<file path="src/rtl/gcd_engine_if.sv">
// Operand/result handshake bundle for gcd_engine; master drives operands and out_ready.
// Purely structural: no latency, flow control is plain valid/ready on both sides.
interface gcd_engine_if #(
    parameter int WIDTH = 16,
    parameter int CNT_W = 16
);
    logic             in_valid;
    logic             in_ready;
    logic [WIDTH-1:0] a_in;
    logic [WIDTH-1:0] b_in;
    logic             out_valid;
    logic             out_ready;
    logic [WIDTH-1:0] gcd_out;
    logic             zero_err;
    logic [CNT_W-1:0] iter_cnt;

    modport master (
        output in_valid, a_in, b_in, out_ready,
        input  in_ready, out_valid, gcd_out, zero_err, iter_cnt
    );

    modport slave (
        input  in_valid, a_in, b_in, out_ready,
        output in_ready, out_valid, gcd_out, zero_err, iter_cnt
    );
endinterface

</file>
<file path="src/rtl/gcd_engine.sv">
// GCD engine: subtractive Euclid, or binary Stein when GCD_STEIN_EN is defined.
// Latency: iter_cnt+1 cycles from accept to out_valid (zero operand: DONE on the accept edge).
// Backpressure: accepts only in IDLE, holds the result in DONE until out_ready.
module gcd_engine #(
    parameter int WIDTH = 16,
    parameter int CNT_W = 16
) (
    input  logic         clk,
    input  logic         rst_n,
    gcd_engine_if.slave  bus
);
    localparam logic [1:0] S_IDLE = 2'd0;
    localparam logic [1:0] S_CALC = 2'd1;
    localparam logic [1:0] S_DONE = 2'd2;

    logic [1:0]       state;
    logic [WIDTH-1:0] a_q;
    logic [WIDTH-1:0] b_q;
    logic [WIDTH-1:0] gcd_q;
    logic             zero_q;
    logic [CNT_W-1:0] cnt_q;
    logic             cnt_sat;

`ifdef GCD_STEIN_EN
    localparam int K_W = $clog2(WIDTH) + 1;
    logic [K_W-1:0] k_q;
`endif

    assign cnt_sat = &cnt_q;

    always_ff @(posedge clk or negedge rst_n) begin
        if (!rst_n) begin
            state  <= S_IDLE;
            a_q    <= '0;
            b_q    <= '0;
            gcd_q  <= '0;
            zero_q <= 1'b0;
            cnt_q  <= '0;
`ifdef GCD_STEIN_EN
            k_q    <= '0;
`endif
        end else begin
            case (state)
                S_IDLE: begin
                    if (bus.in_valid) begin
                        a_q   <= bus.a_in;
                        b_q   <= bus.b_in;
                        cnt_q <= '0;
`ifdef GCD_STEIN_EN
                        k_q   <= '0;
`endif
                        // A zero operand needs no iteration: gcd(x,0) = x.
                        if (bus.a_in == '0 || bus.b_in == '0) begin
                            gcd_q  <= bus.a_in | bus.b_in;
                            zero_q <= (bus.a_in == '0) && (bus.b_in == '0);
                            state  <= S_DONE;
                        end else begin
                            state  <= S_CALC;
                        end
                    end
                end

                S_CALC: begin
`ifdef GCD_STEIN_EN
                    if (a_q == b_q) begin
                        gcd_q  <= a_q << k_q;
                        zero_q <= 1'b0;
                        state  <= S_DONE;
                    end else begin
                        if (!a_q[0] && !b_q[0]) begin
                            a_q <= a_q >> 1;
                            b_q <= b_q >> 1;
                            k_q <= k_q + 1'b1;
                        end else if (!a_q[0]) begin
                            a_q <= a_q >> 1;
                        end else if (!b_q[0]) begin
                            b_q <= b_q >> 1;
                        end else if (a_q > b_q) begin
                            a_q <= a_q - b_q;
                        end else begin
                            b_q <= b_q - a_q;
                        end
                        if (!cnt_sat) cnt_q <= cnt_q + 1'b1;
                    end
`else
                    if (a_q == b_q) begin
                        gcd_q  <= a_q;
                        zero_q <= 1'b0;
                        state  <= S_DONE;
                    end else begin
                        // Always larger minus smaller, so no underflow.
                        if (a_q > b_q) a_q <= a_q - b_q;
                        else           b_q <= b_q - a_q;
                        if (!cnt_sat) cnt_q <= cnt_q + 1'b1;
                    end
`endif
                end

                S_DONE: begin
                    if (bus.out_ready) state <= S_IDLE;
                end

                default: state <= S_IDLE;
            endcase
        end
    end

    assign bus.in_ready  = (state == S_IDLE);
    assign bus.out_valid = (state == S_DONE);
    assign bus.gcd_out   = gcd_q;
    assign bus.zero_err  = zero_q;
    assign bus.iter_cnt  = cnt_q;

    a_state_legal: assert property (@(posedge clk) disable iff (!rst_n)
        state != 2'd3);

    a_result_held: assert property (@(posedge clk) disable iff (!rst_n)
        (state == S_DONE && !bus.out_ready) |=>
            (state == S_DONE && $stable(gcd_q) && $stable(zero_q) && $stable(cnt_q)));

    a_calc_nonzero: assert property (@(posedge clk) disable iff (!rst_n)
        (state == S_CALC) |-> (a_q != '0 && b_q != '0));
endmodule

</file>
<file path="src/flat_wrapper.sv">
// flat-port wrapper written by rule: the top's interface ports become plain ports
module gcd_engine_flat 
#(
    parameter int WIDTH = 16,
    parameter int CNT_W = 16
)
  (clk, rst_n, bus_in_valid, bus_a_in, bus_b_in, bus_out_ready, bus_in_ready, bus_out_valid, bus_gcd_out, bus_zero_err, bus_iter_cnt);
  gcd_engine_if #(.WIDTH(WIDTH), .CNT_W(CNT_W)) bus_i ();
  input  logic clk;
  input  logic rst_n;
  input wire logic [$bits(bus_i.in_valid)-1:0] bus_in_valid;
  input wire logic [$bits(bus_i.a_in)-1:0] bus_a_in;
  input wire logic [$bits(bus_i.b_in)-1:0] bus_b_in;
  input wire logic [$bits(bus_i.out_ready)-1:0] bus_out_ready;
  output wire logic [$bits(bus_i.in_ready)-1:0] bus_in_ready;
  output wire logic [$bits(bus_i.out_valid)-1:0] bus_out_valid;
  output wire logic [$bits(bus_i.gcd_out)-1:0] bus_gcd_out;
  output wire logic [$bits(bus_i.zero_err)-1:0] bus_zero_err;
  output wire logic [$bits(bus_i.iter_cnt)-1:0] bus_iter_cnt;
  assign bus_i.in_valid = bus_in_valid;
  assign bus_i.a_in = bus_a_in;
  assign bus_i.b_in = bus_b_in;
  assign bus_i.out_ready = bus_out_ready;
  assign bus_in_ready = bus_i.in_ready;
  assign bus_out_valid = bus_i.out_valid;
  assign bus_gcd_out = bus_i.gcd_out;
  assign bus_zero_err = bus_i.zero_err;
  assign bus_iter_cnt = bus_i.iter_cnt;
  gcd_engine #(.WIDTH(WIDTH), .CNT_W(CNT_W)) u_core (.clk(clk), .rst_n(rst_n), .bus(bus_i));
endmodule
</file>
<file path="config.mk">
export PLATFORM = sky130hd
export DESIGN_NAME = gcd_engine_flat
export DESIGN_NICKNAME = d
export VERILOG_FILES = /design/src/rtl/gcd_engine_if.sv /design/src/rtl/gcd_engine.sv /design/src/flat_wrapper.sv
export SDC_FILE = /design/constraint.sdc
export NUM_CORES = 1
export LEC_CHECK = 0
export ABC_AREA = 1
export CORE_MARGIN = 4
export CORE_UTILIZATION = 47
export CTS_CLUSTER_SIZE = 10
export DETAILED_ROUTE_END_ITERATION = 10
export GPL_TIMING_DRIVEN = 0
export PLACE_DENSITY_LB_ADDON = 0.08
export SLEW_MARGIN = 20
export SYNTH_ARGS = -nofsm -noshare
export SYNTH_HDL_FRONTEND = slang
export SYNTH_SLANG_ARGS = --single-unit
</file>
<file path="constraint.sdc">
create_clock -name clk -period 2.8 [get_ports clk]
set_input_delay 0.42 -clock clk [delete_from_list [all_inputs] [get_ports clk]]
set_output_delay 0.42 -clock clk [all_outputs]
set_load 0.1 [all_outputs]
</file>
# After elaboration in Yosys (flattened, before gate mapping)
# Index checks and enable logic that the tools add are counted.
[classes] add_sub_neg=3 magnitude_cmp=1 eq_ne=11 n_mux=25 n_bitwise=1 reduce_logical=12
[op_table] cell="$mux 16" n=12
[op_table] cell="$pmux 16 s2" n=4
[op_table] cell="$logic_not 16->1" n=2
[op_table] cell="$sub 16x16->16" n=2
[op_table] cell="$add 16x1->16 const B" n=1
[op_table] cell="$eq 16x16->1" n=1
[op_table] cell="$gt 16x16->1" n=1
[op_table] cell="$or 16x16->16" n=1
[op_table] cell="$reduce_and 16->1" n=1
[op_table] cell="$reduce_and 4->1" n=4
[op_table] cell="$ne 2x2->1 const B" n=5
[op_table] cell="$mux 2" n=4
[op_table] cell="$ne 2x1->1 const B" n=3
[op_table] cell="$pmux 2 s3" n=1
[op_table] cell="$mux 1" n=3
[op_table] cell="$reduce_and 3->1" n=1
[op_table] cell="$eq 2x1->1 const B" n=1
[op_table] cell="$eq 2x2->1 const B" n=1
[op_table] cell="$logic_not 2->1" n=1
[op_table] cell="$pmux 1 s2" n=1
[op_table] cell="$reduce_bool 2->1" n=1
[op_table] cell="$logic_and 1x1->1" n=1
[op_table] cell="$logic_or 1x1->1" n=1
[word_totals] reg_bits=67 in_bits=36 wordCells=59

# Logic depth before layout (Yosys ltp)
# Gate-level depths: netlist (run 1).
[depth] depth_word=5 depth_mapped=16 depth_no_buf=15

# Worst setup path after synthesis (run 1)
# Ideal clock, no wire load.
[synth_timing] kind="register to register" startpoint="register u_core.state[0]" endpoint="register u_core.gcd_q[0] (netlist: u_core.bus.gcd_out[0])" t_arrival_ps=2891 t_required_ps=2678 path_slack_ps=-213 stages_incl_launch_ff=8 path_buffers=1 path_cell_list="dfrtp_1 nor2_1 nand2_1 nand2_1 nand3_4 buf_6 nand2_1 nand2_1"
[synth_between] elab_chain_cells=3 elab_cells_between_ends=8
[synth_lines] item="start, declared" line="gcd_engine.sv:16" text="logic [1:0] state;"
[synth_lines] item="start signal, assigned" line="gcd_engine.sv:33" text="state <= S_IDLE;"
[synth_lines] item="start signal, assigned" line="gcd_engine.sv:56" text="state <= S_DONE;"
[synth_lines] item="start signal, assigned" line="gcd_engine.sv:58" text="state <= S_CALC;"
[synth_lines] item="$logic_not 2->1 *"
[synth_lines] item="via bus_in_ready" line="flat_wrapper.sv:15" text="output wire logic [$bits(bus_i.in_ready)-1:0] bus_in_ready;"
[synth_lines] item="$ne 2x1->1 (no source line) (tied with other cells)"
[synth_lines] item="$reduce_and 4->1 (no source line)"
[synth_lines] item="end signal, assigned" line="gcd_engine.sv:54" text="gcd_q <= bus.a_in | bus.b_in;"
[synth_lines] item="end signal, assigned" line="gcd_engine.sv:87" text="gcd_q <= a_q;"
[synth_lines] item="end, declared" line="gcd_engine.sv:19" text="logic [WIDTH-1:0] gcd_q;"
# The timed path passes the listed nets; every way through them passes the cells marked *.
# A chain may end at the register's enable or synchronous reset.

# Worst setup path after layout (run 1)
[layout_timing] startpoint="register u_core.a_q[0]" endpoint="register u_core.a_q[6]"
[layout_between] elab_chain_cells=4 elab_cells_between_ends=9
[layout_lines] item="start, declared" line="gcd_engine.sv:17" text="logic [WIDTH-1:0] a_q;"
[layout_lines] item="start signal, assigned" line="gcd_engine.sv:46" text="a_q <= bus.a_in;"
[layout_lines] item="start signal, assigned" line="gcd_engine.sv:92" text="if (a_q > b_q) a_q <= a_q - b_q;"
[layout_lines] item="$sub 16x16->16" line="gcd_engine.sv:92"
[layout_lines] item="$mux 16" line="gcd_engine.sv:92"
[layout_lines] item="$mux 16" line="gcd_engine.sv:86" text="if (a_q == b_q) begin"
[layout_lines] item="$pmux 16 s2" line="gcd_engine.sv:43" text="case (state)"
# Several ways; a longest one is shown, not always the timed one. The select of a mux whose other input is x is not followed.

==> results.py, run 1 <==
metrics = {
    "synth": {
        "synthSimpleGateAreaFrac_pct": 39.58,
        "synth_adder_area_share_pct": 7.731,
        "synth_compound_area_share_pct": 9.554,
        "synth_nets": 951,
        "synthDistinctLibCells": 35,
        "synth_top_family_by_area": "simple AND/OR/NAND/NOR gates",
        "synthXorXnorAreaFrac_pct": 2.152,
        "yosysTopAreaCellShare_pct": 29.43,
        "synth_cells": 881,
        "yosys_warnings": 0,
        "yosysSeqAreaShare_pct": 29.43,
        "synth_area_leaders": "dfrtp_1, nand2_1, inv_1",
        "synth_largest_area_cell": "dfrtp_1",
        "ys_ff_latch": 67,
        "yosys-mux-area-fraction_pct": 0,
        "synthesis.area_um2": 5697,
        "syn_area_per_cell_um2": 6.466,
    },
    "timing": {
        "skew_ps": 10.43,
        "layout_setup_ws_ps": 234.3,
        "clock.fmax_mhz": 389.8,
        "rsz0062_at_grt": "no",
        "hold_ws_ps": 464.7,
        "fin_crit_sh_pct": 91.63,
        "fin_crit_ps": 2566,
        "worst_pin_slew_ps": 993.8,
        "final-max-slew-violation-count": 0,
        "hold_viol": 0,
        "relSlewSlack_pct": 33.54,
        "setup_viol": 0,
    },
    "placement": {
        "globalplace.congestion": 0.9818,
        "hpwlAfterDp_um": 14020,
        "port_buffers": 70,
        "pre_cts_ws_ps": 193.7,
    },
    "critical_path": {
        "crit_required_ps": 3070,
        "critical_path_arrival_ps": 2830,
        "cp-start-kind": "flip-flop",
        "crit_fanout": 10,
        "path_class": "reg2reg",
        "endpoint_kind": "flip-flop",
    },
    "hold_path": {
        "hp-class": "reg2reg",
    },
    "clock_network": {
        "clk_pin_slew_ps": 60,
        "htree_levels": 3,
        "clk_latency_ps": 350,
        "numCtsBuffers": 9,
        "postCtsSetupRepairBufs": 0,
        "cts.sinks": 67,
        "cts_tree": "yes",
        "max-clock-path-buffers": 2,
        "cts_root_buf": "clkbuf_16",
    },
    "die": {
        "core_region_area_um2": 11660,
        "dieArea_um2": 13950,
        "die_x_um": 118.1,
        "ios": 71,
        "die_h_um": 118.1,
        "rows": 39,
        "start_util_pct": 48.85,
    },
    "final_layout": {
        "nFillCells": 1143,
        "diodes": 0,
        "synthToLayoutAreaGrowth_pct": 21.79,
        "post-route-util_pct": 59.49,
        "seq_area_um2": 1677,
        "drive_above_1_share_pct": 7.430,
        "multi_input_area_um2": 3369,
        "final_nets": 1034,
    },
    "routing": {
        "routed_wl_um": 17520,
        "dr.pass1.iters": 6,
        "wl_per_cell_um": 15.76,
        "drc": 0,
        "final_antenna_net_count": 0,
        "vias_per_cell": 5.254,
        "dr_total_vias": 5843,
        "drt_iter0_markers": 539,
    },
    "global_route": {
        "grt_pass1_vias": 5579,
        "grt_pass1_wl_um": 28490,
        "grt_max_degree": 47,
        "grt_usage_pct": 25.78,
        "antenna_found_initial": 0,
        "grt_overflow": 0,
    },
    "power": {
        "p_leak_nw": 3.680,
        "p_per_area_nw_per_um2": 330.5,
        "irDropWorstVdd_v": 0.0003575,
    },
    "run": {
        "cap_violations": 0,
    },
    "run_status": {
        "outcome": "finished, final reports clean",
    },
}
[metal layers]
| layer | share of wire [%] | track usage (%) |
|---|---|---|
| met3 | 7.0 | 4.565 |
| met5 | 0 | 0 |
| met4 | 2.2 | 8.278 |
| met2 | 45 | 41.26 |
| met1 | 46 | 35.32 |
[sequential cells by signal, summed over array words and instances, names as in the netlist]
name	count
u_core.b_q	16
u_core.bus.zero_err	1
u_core.bus.iter_cnt	16
u_core.bus.gcd_out	16
u_core.a_q	16
u_core.state	2
[metrics by stage]
| stage | std cells | instance area [um^2] | setup TNS [ps] | power [mW] |
|---|---|---|---|---|
| after floorplan | 881 | 5699 | 0 | 0.9909 |
| final | 1112 | 6938 | 0 | 2.293 |
| after global routing | 1112 | 6938 | 0 | 2.357 |
| after detailed placement | 1095 | 6604 | 0 | 1.077 |
| after global placement | 1094 | 6579 | -72520 | 1.073 |
| after CTS | 1112 | 6933 | 0 | 2.324 |
[kinds of logic (layout without fill, tap and decap cells)]
kind of cell / after synthesis / after routing
AND/OR/NAND/NOR: 526 / 526
buffers and inverters: 157 / 245
AO/OA/AOI/OAI: 83 / 83
flip-flops: 67 / 67
adder cells (fa/ha/maj): 34 / 34
XOR/XNOR: 14 / 14
[worst max-delay path: stages, from the launching register on]
cell and delay (ps):
dfrtp_1 370, inv_1 90, ha_1 220, fa_1 390, inv_1 140, nand3_1 90
nand2_1 160, nand2_1 90, nand2_1 110, nand2_1 80, nand2_2 80, nand2_4 80
nand2_4 200, buf_6 220, nand2_1 80, o21ai_1 80
[area by class of cell]
type                            instances  share of cell area [%]
Clock buffer                           10                   3.300
Sequential cell                        67                   24.17
Buffer                                 23                   2.200
Inverter                              134                   7.286
Clock inverter                          6                   1.298
Multi-Input combinational cell        657                   48.57
Tap cell                              143                   2.579
Timing Repair Buffer                   72                   10.60
[where the power goes]
part	switching (mW)	internal, mW
Combinational	0.0415	0.0501
Clock	0.452	0.781
Sequential	0	0.969
[cells in the final DEF (no fill, tap or decap), types with 4 or more instances in the layout]
master,instances
buf_2,5
inv_1,131
clkbuf_16,9
nor4_1,4
clkdlybuf4s50_1,69
nand3b_1,5
nor2_2,4
o21ai_1,4
dfrtp_1,67
nand4_1,30
nand2_1,345
clkbuf_1,10
buf_6,7
nor3_1,8
nor2_1,51
nand2_4,5
ha_1,32
nand2_2,4
a21oi_1,18
nand3_1,63
o21ai_0,24
o211ai_1,13
o21ai_2,21
xor2_1,13
[cell usage after synthesis]
master    number
o21ai_0       24
buf_2          5
xor2_1        13
buf_6          7
inv_1        131
nor3_1         8
ha_1          32
or3_1          1
inv_4          1
xnor2_1        1
nand3_2        1
buf_4          2
nand3_1       63
nor2_1        52
o21bai_1       1
o211ai_1      13
nor2_4         1
nand3b_1       5
nand3_4        1
o21ai_2       21
a21oi_1       18
and2_1         3
o21ai_4        1
nor4_1         4
clkbuf_1       9
nand2_1      345
nand2_2        5
fa_1           2
nor2_2         3
inv_2          2
o21ai_1        4
dfrtp_1       67
o311ai_0       1
nand4_1       30
nand2_4        4
[path summary, 6_finish.rpt]
path	start	end	slack [ps]	depth (start not counted)
hold reg to reg	u_core.bus.gcd_out[5]	u_core.bus.gcd_out[5]	460	2
max in group asynchronous	rst_n	u_core.b_q[14]	1730	3
min in group asynchronous	rst_n	u_core.bus.gcd_out[2]	510	2
setup / recovery	u_core.a_q[0]	u_core.a_q[6]	230	15
hold / removal	u_core.bus.gcd_out[5]	u_core.bus.gcd_out[5]	460	2
setup reg to reg	u_core.a_q[0]	u_core.a_q[6]	230	15
[what timing repair did]
action / CTS / global route
hold endpoints to repair: 21 / 0
setup endpoints to repair: 0 / 8
gates resized for setup: 0 / 1
hold buffers: 1 / 0
Power figures use the tool's default switching activity.
==> run 2, diff against run 1 <==
- ABC_AREA: 1 -> not set
- CAP_MARGIN: not set -> 40
==> results.py, run 2 <==
metrics = {
    "synth": {
        "synthDistinctLibCells": 68,
        "synth_cells": 630,
        "yosys-top-cells-count": "dfrtp_1, nand2_1, o21ai_0",
        "ys_ff_latch": 67,
        "yosysMostFrequentCell": "dfrtp_1",
        "yosys_warnings": 0,
        "yosysSeqAreaShare_pct": 32.31,
        "synth_nets": 700,
        "synth_largest_area_cell": "dfrtp_1",
        "synth_edf_count": 0,
        "yosysTopAreaCellShare_pct": 32.31,
        "synth-async-reset-ratio_pct": 100.0,
        "synth_area_leaders": "dfrtp_1, ha_1, o21ai_0",
        "synthesis.area_um2": 5189,
        "ys.flop_type": "dfrtp_1",
        "syn_area_per_cell_um2": 8.236,
    },
    "global_route": {
        "grt_usage_pct": 29.17,
        "grt_overflow": 0,
        "grt_pass1_wl_um": 29150,
        "grt_max_degree": 40,
        "antenna_found_initial": 0,
        "grt_pass1_vias": 5330,
    },
    "clock_network": {
        "cts.sinks": 67,
        "cts_root_buf": "clkbuf_8",
        "clk_latency_ps": 370,
        "cts_tree": "yes",
        "numCtsBuffers": 9,
        "clk_pin_slew_ps": 80,
        "htree_levels": 3,
        "max-clock-path-buffers": 2,
    },
    "critical_path": {
        "worstPathCellList": "ha_1 -> buf_2 -> nand4_1 -> nor4_4 -> o41ai_2 -> and3_1 -> buf_2 -> clkbuf_4 -> o21a_1",
        "path_class": "reg2reg",
        "path_common_cell": "buf_2",
        "crit_slowest_cell": "nor4_4",
        "crit_fanout": 10,
        "endpoint_kind": "flip-flop",
        "critical_path.top_delay_family": "simple AND/OR/NAND/NOR gates",
        "crit_required_ps": 3060,
        "critical_path_arrival_ps": 3000,
        "crit_buf_inv": 3,
        "cp-start-kind": "flip-flop",
        "critical_path.max_stage_delay_ps": 450,
    },
    "run": {
        "cap_violations": 0,
    },
    "timing": {
        "hold_ws_ps": 484.3,
        "rsz0062_at_grt": "yes",
        "hold_viol": 0,
        "worst_pin_slew_ps": 722.0,
        "relSlewSlack_pct": 51.87,
        "clock.fmax_mhz": 364.7,
        "final-max-slew-violation-count": 0,
        "setup_viol": 0,
        "skew_ps": 9.799,
        "fin_crit_sh_pct": 97.94,
        "fin_crit_ps": 2742,
    },
    "routing": {
        "met3_length_um": 1515,
        "final_antenna_net_count": 0,
        "m1WireLength_um": 7933,
        "routed.top_layer": "met4",
        "dr.pass1.iters": 6,
        "vias_per_cell": 6.101,
        "dr_total_vias": 5460,
        "route.met2.wl_um": 8354,
        "routed_wl_um": 18230,
        "drc": 0,
        "wl_per_cell_um": 20.37,
        "drt_iter0_markers": 646,
    },
    "final_layout": {
        "layout_common_cells": "clkdlybuf4s50_1, dfrtp_1, nand2_1, o21ai_0, nor2_1",
        "drive_above_1_share_pct": 13.91,
        "diodes": 0,
        "final_nets": 820,
        "synthToLayoutAreaGrowth_pct": 33.04,
        "layout_commonest_cell": "clkdlybuf4s50_1",
    },
    "die": {
        "start_util_pct": 47.86,
        "core_region_area_um2": 10840,
        "rows": 38,
        "die_x_um": 113.1,
        "ios": 71,
        "dieArea_um2": 12780,
        "die_h_um": 113.1,
    },
    "placement": {
        "hpwlAfterDp_um": 14140,
        "port_buffers": 70,
        "globalplace.congestion": 0.9888,
    },
    "run_status": {
        "outcome": "finished, final reports clean",
    },
    "hold_path": {
        "hp-class": "reg2reg",
    },
}
## run 2: changes by cell type in the layout (fill, tap and decap cells not counted), moves of 18 or more
cell / before / now
nand2_1: 345 / 59
inv_1: 131 / 41
nand3_1: 63 / 19
buf_8: 0 / 35
o21ai_0: 24 / 57
o21ai_2: 21 / 0
a21oi_1: 18 / 36
or3_1: 1 / 19
## run 2: timing repair
item                       CTS  global route
hold endpoints to repair    28             0
hold buffers                 1             0
pin swaps                    1             4
resized for setup            4            19
setup endpoints to repair   15            41
buffers inserted             0             3
## run 2: kinds of logic (layout without fill, tap and decap cells)
kind of cell    Yosys count  after routing  synth area share, %
fa+ha+maj                34             34                8.488
buf+inv                  77            202                6.221
mux                      24             24                5.232
simple gates            231            231                22.72
xor+xnor                 19             19                3.207
flops                    67             67                32.31
compound gates          178            178                21.82
## run 2: metal layers
metal	track usage (%)	up-vias
met5	0	-
met4	8.494	0
met3	6.684	36
met2	46.92	265
met1	39.41	2639
li1	-	2520
## run 2: tightest hold or removal path, stage by stage (launching register included)
cell and delay (ps):
dfrtp_1 340, nand2_1 50, o21ai_0 60
## run 2: metrics by stage
stage	std cells	utilization [%]	TNS [ps]	setup slack [ps]	cell area [um^2]
6_report	895	63.68	0	57.75	6903
5_1_grt	895	63.68	-14.79	-13.39	6903
3_3_place_gp	840	55.97	-73170	-1061	6067
4_1_cts	892	63.11	0	6.381	6842
3_5_place_dp	876	60.98	-2760	-187.0	6610
2_1_floorplan	630	-	0	227.6	5191
## run 2: cell type report
cell class,count,area (um^2)
Buffer,35,173.9
Clock inverter,6,65.06
Inverter,41,153.9
Clock buffer,10,137.6
Timing Repair Buffer,110,1276
Fill cell,951,3938
Sequential cell,67,1677
Tap cell,140,175.2
Multi-Input combinational cell,486,3244
## run 2: worst paths after layout
check	startpoint	end	slack (ps)	cells past startpoint
max	u_core.a_q[6]	u_core.b_q[6]	60	9
max reg2reg	u_core.a_q[6]	u_core.b_q[6]	60	9
min reg2reg	u_core.bus.gcd_out[11]	u_core.bus.gcd_out[11]	480	2
min in group asynchronous	rst_n	u_core.bus.iter_cnt[6]	520	2
max in group asynchronous	rst_n	u_core.b_q[6]	1730	3
min	u_core.bus.gcd_out[11]	u_core.bus.gcd_out[11]	480	2
Power of run 2 is left out: the tool's default activity adds up to more than one toggle a clock period on the data nets, which glitch-free logic cannot reach.
==> run 3, diff against run 2 <==
- PLACE_DENSITY: not set -> 0.7
- PLACE_DENSITY_LB_ADDON: 0.08 -> not set
==> results.py, run 3 (same netlist as run 2, synthesis figures left out) <==
metrics = {
    "routing": {
        "drc": 0,
        "final_antenna_net_count": 0,
        "vias_per_cell": 6.150,
        "dr_total_vias": 5498,
        "drt_iter0_markers": 690,
        "wl_per_cell_um": 20.63,
        "routed_wl_um": 18440,
        "dr.pass1.iters": 5,
    },
    "die": {
        "start_util_pct": 47.86,
        "rows": 38,
        "die_h_um": 113.1,
        "dieArea_um2": 12780,
        "die_x_um": 113.1,
        "core_region_area_um2": 10840,
        "ios": 71,
    },
    "final_layout": {
        "post-route-util_pct": 63.91,
        "synthToLayoutAreaGrowth_pct": 33.52,
        "final_nets": 819,
        "drive_above_1_share_pct": 13.66,
        "diodes": 0,
        "layout_commonest_cell": "clkdlybuf4s50_1",
        "layout_common_cells": "clkdlybuf4s50_1, dfrtp_1, nand2_1, o21ai_0, nor2_1",
    },
    "critical_path": {
        "r2r_start": "u_core.b_q[0]",
        "crit_path_start": "u_core.b_q[0]",
        "cp-start-kind": "flip-flop",
        "critical_path_arrival_ps": 2990,
        "crit_required_ps": 3080,
        "crit_fanout": 4,
        "endpoint_kind": "flip-flop",
        "path_class": "reg2reg",
    },
    "timing": {
        "clock.fmax_mhz": 368.9,
        "fin_crit_ps": 2711,
        "skew_ps": 11.46,
        "fin_crit_sh_pct": 96.82,
        "hold_viol": 0,
        "rsz0062_at_grt": "no",
        "final-max-slew-violation-count": 0,
        "setup_tns_ps": 0,
        "worst_pin_slew_ps": 683.0,
        "hold_ws_ps": 488.2,
        "relSlewSlack_pct": 54.47,
        "setup_viol": 0,
    },
    "clock_network": {
        "htree_levels": 3,
        "cts_tree": "yes",
        "cts_root_buf": "clkbuf_8",
        "clk_latency_ps": 380,
        "numCtsBuffers": 9,
        "max-clock-path-buffers": 2,
        "clk_pin_slew_ps": 80,
        "cts.sinks": 67,
    },
    "global_route": {
        "grt_pass1_vias": 5225,
        "grt_usage_pct": 29.46,
        "grt_max_degree": 38,
        "antenna_found_initial": 0,
        "grt_overflow": 0,
        "grt_pass1_wl_um": 29210,
    },
    "hold_path": {
        "hp-class": "reg2reg",
        "hold_start": "u_core.bus.zero_err",
    },
    "placement": {
        "hpwlAfterDp_um": 14400,
        "globalplace.congestion": 0.9376,
        "port_buffers": 70,
    },
    "run": {
        "cap_violations": 0,
    },
    "run_status": {
        "outcome": "finished, final reports clean",
    },
}
## run 3: stage by stage
step | setup slack, ps | cells | cell area [um^2]
after floorplan | 227.6 | 630 | 5191
after global placement | -1004 | 840 | 6067
after detailed placement | -165.9 | 876 | 6623
after CTS | 8.206 | 892 | 6850
after global routing | 0.04419 | 894 | 6928
final | 89.03 | 894 | 6928
## run 3: path summary, 6_finish.rpt
path	end	slack, ps	depth (start not counted)
min in group asynchronous	u_core.bus.iter_cnt[6]	570	2
max in group asynchronous	u_core.b_q[13]	1680	3
min reg2reg	u_core.bus.zero_err	490	2
max	u_core.b_q[14]	90	9
min	u_core.bus.zero_err	490	2
max reg2reg	u_core.b_q[14]	90	9
## run 3: critical path, stage by stage, from the launching register on
cell	delay, ps
dfrtp_1	360
inv_1	60
ha_1	250
fa_1	430
nor2b_1	160
o31a_1	250
o221ai_1	290
a21oi_1	280
mux2_2	360
a41oi_1	170
## run 3: layout make-up
type | instances | area (um^2)
flip-flops and latches | 67 | 1677
repair buffers | 109 | 1281
inverters | 41 | 153.9
plain buffers | 35 | 178.9
well taps | 140 | 175.2
multi-input cells | 486 | 3259
clock buffers | 10 | 137.6
fillers | 912 | 3913
clock inverters | 6 | 65.06
## run 3: routing by layer
layer  up-vias  track usage (%)  part of all wire (%)
met1      2632            38.94                    42
met2       290            46.88                    47
li1       2530                -                     -
met3        46            7.968                   8.5
met5         -                0                     0
met4         0            9.856                   2.6
## run 3: what timing repair did
action	in CTS	in global routing
hold buffers	1	0
setup buffers	0	2
pin swaps	1	6
hold endpoints to repair	30	0
setup endpoints to repair	18	43
resized for setup	5	21
Power of run 3 is left out for the same reason.
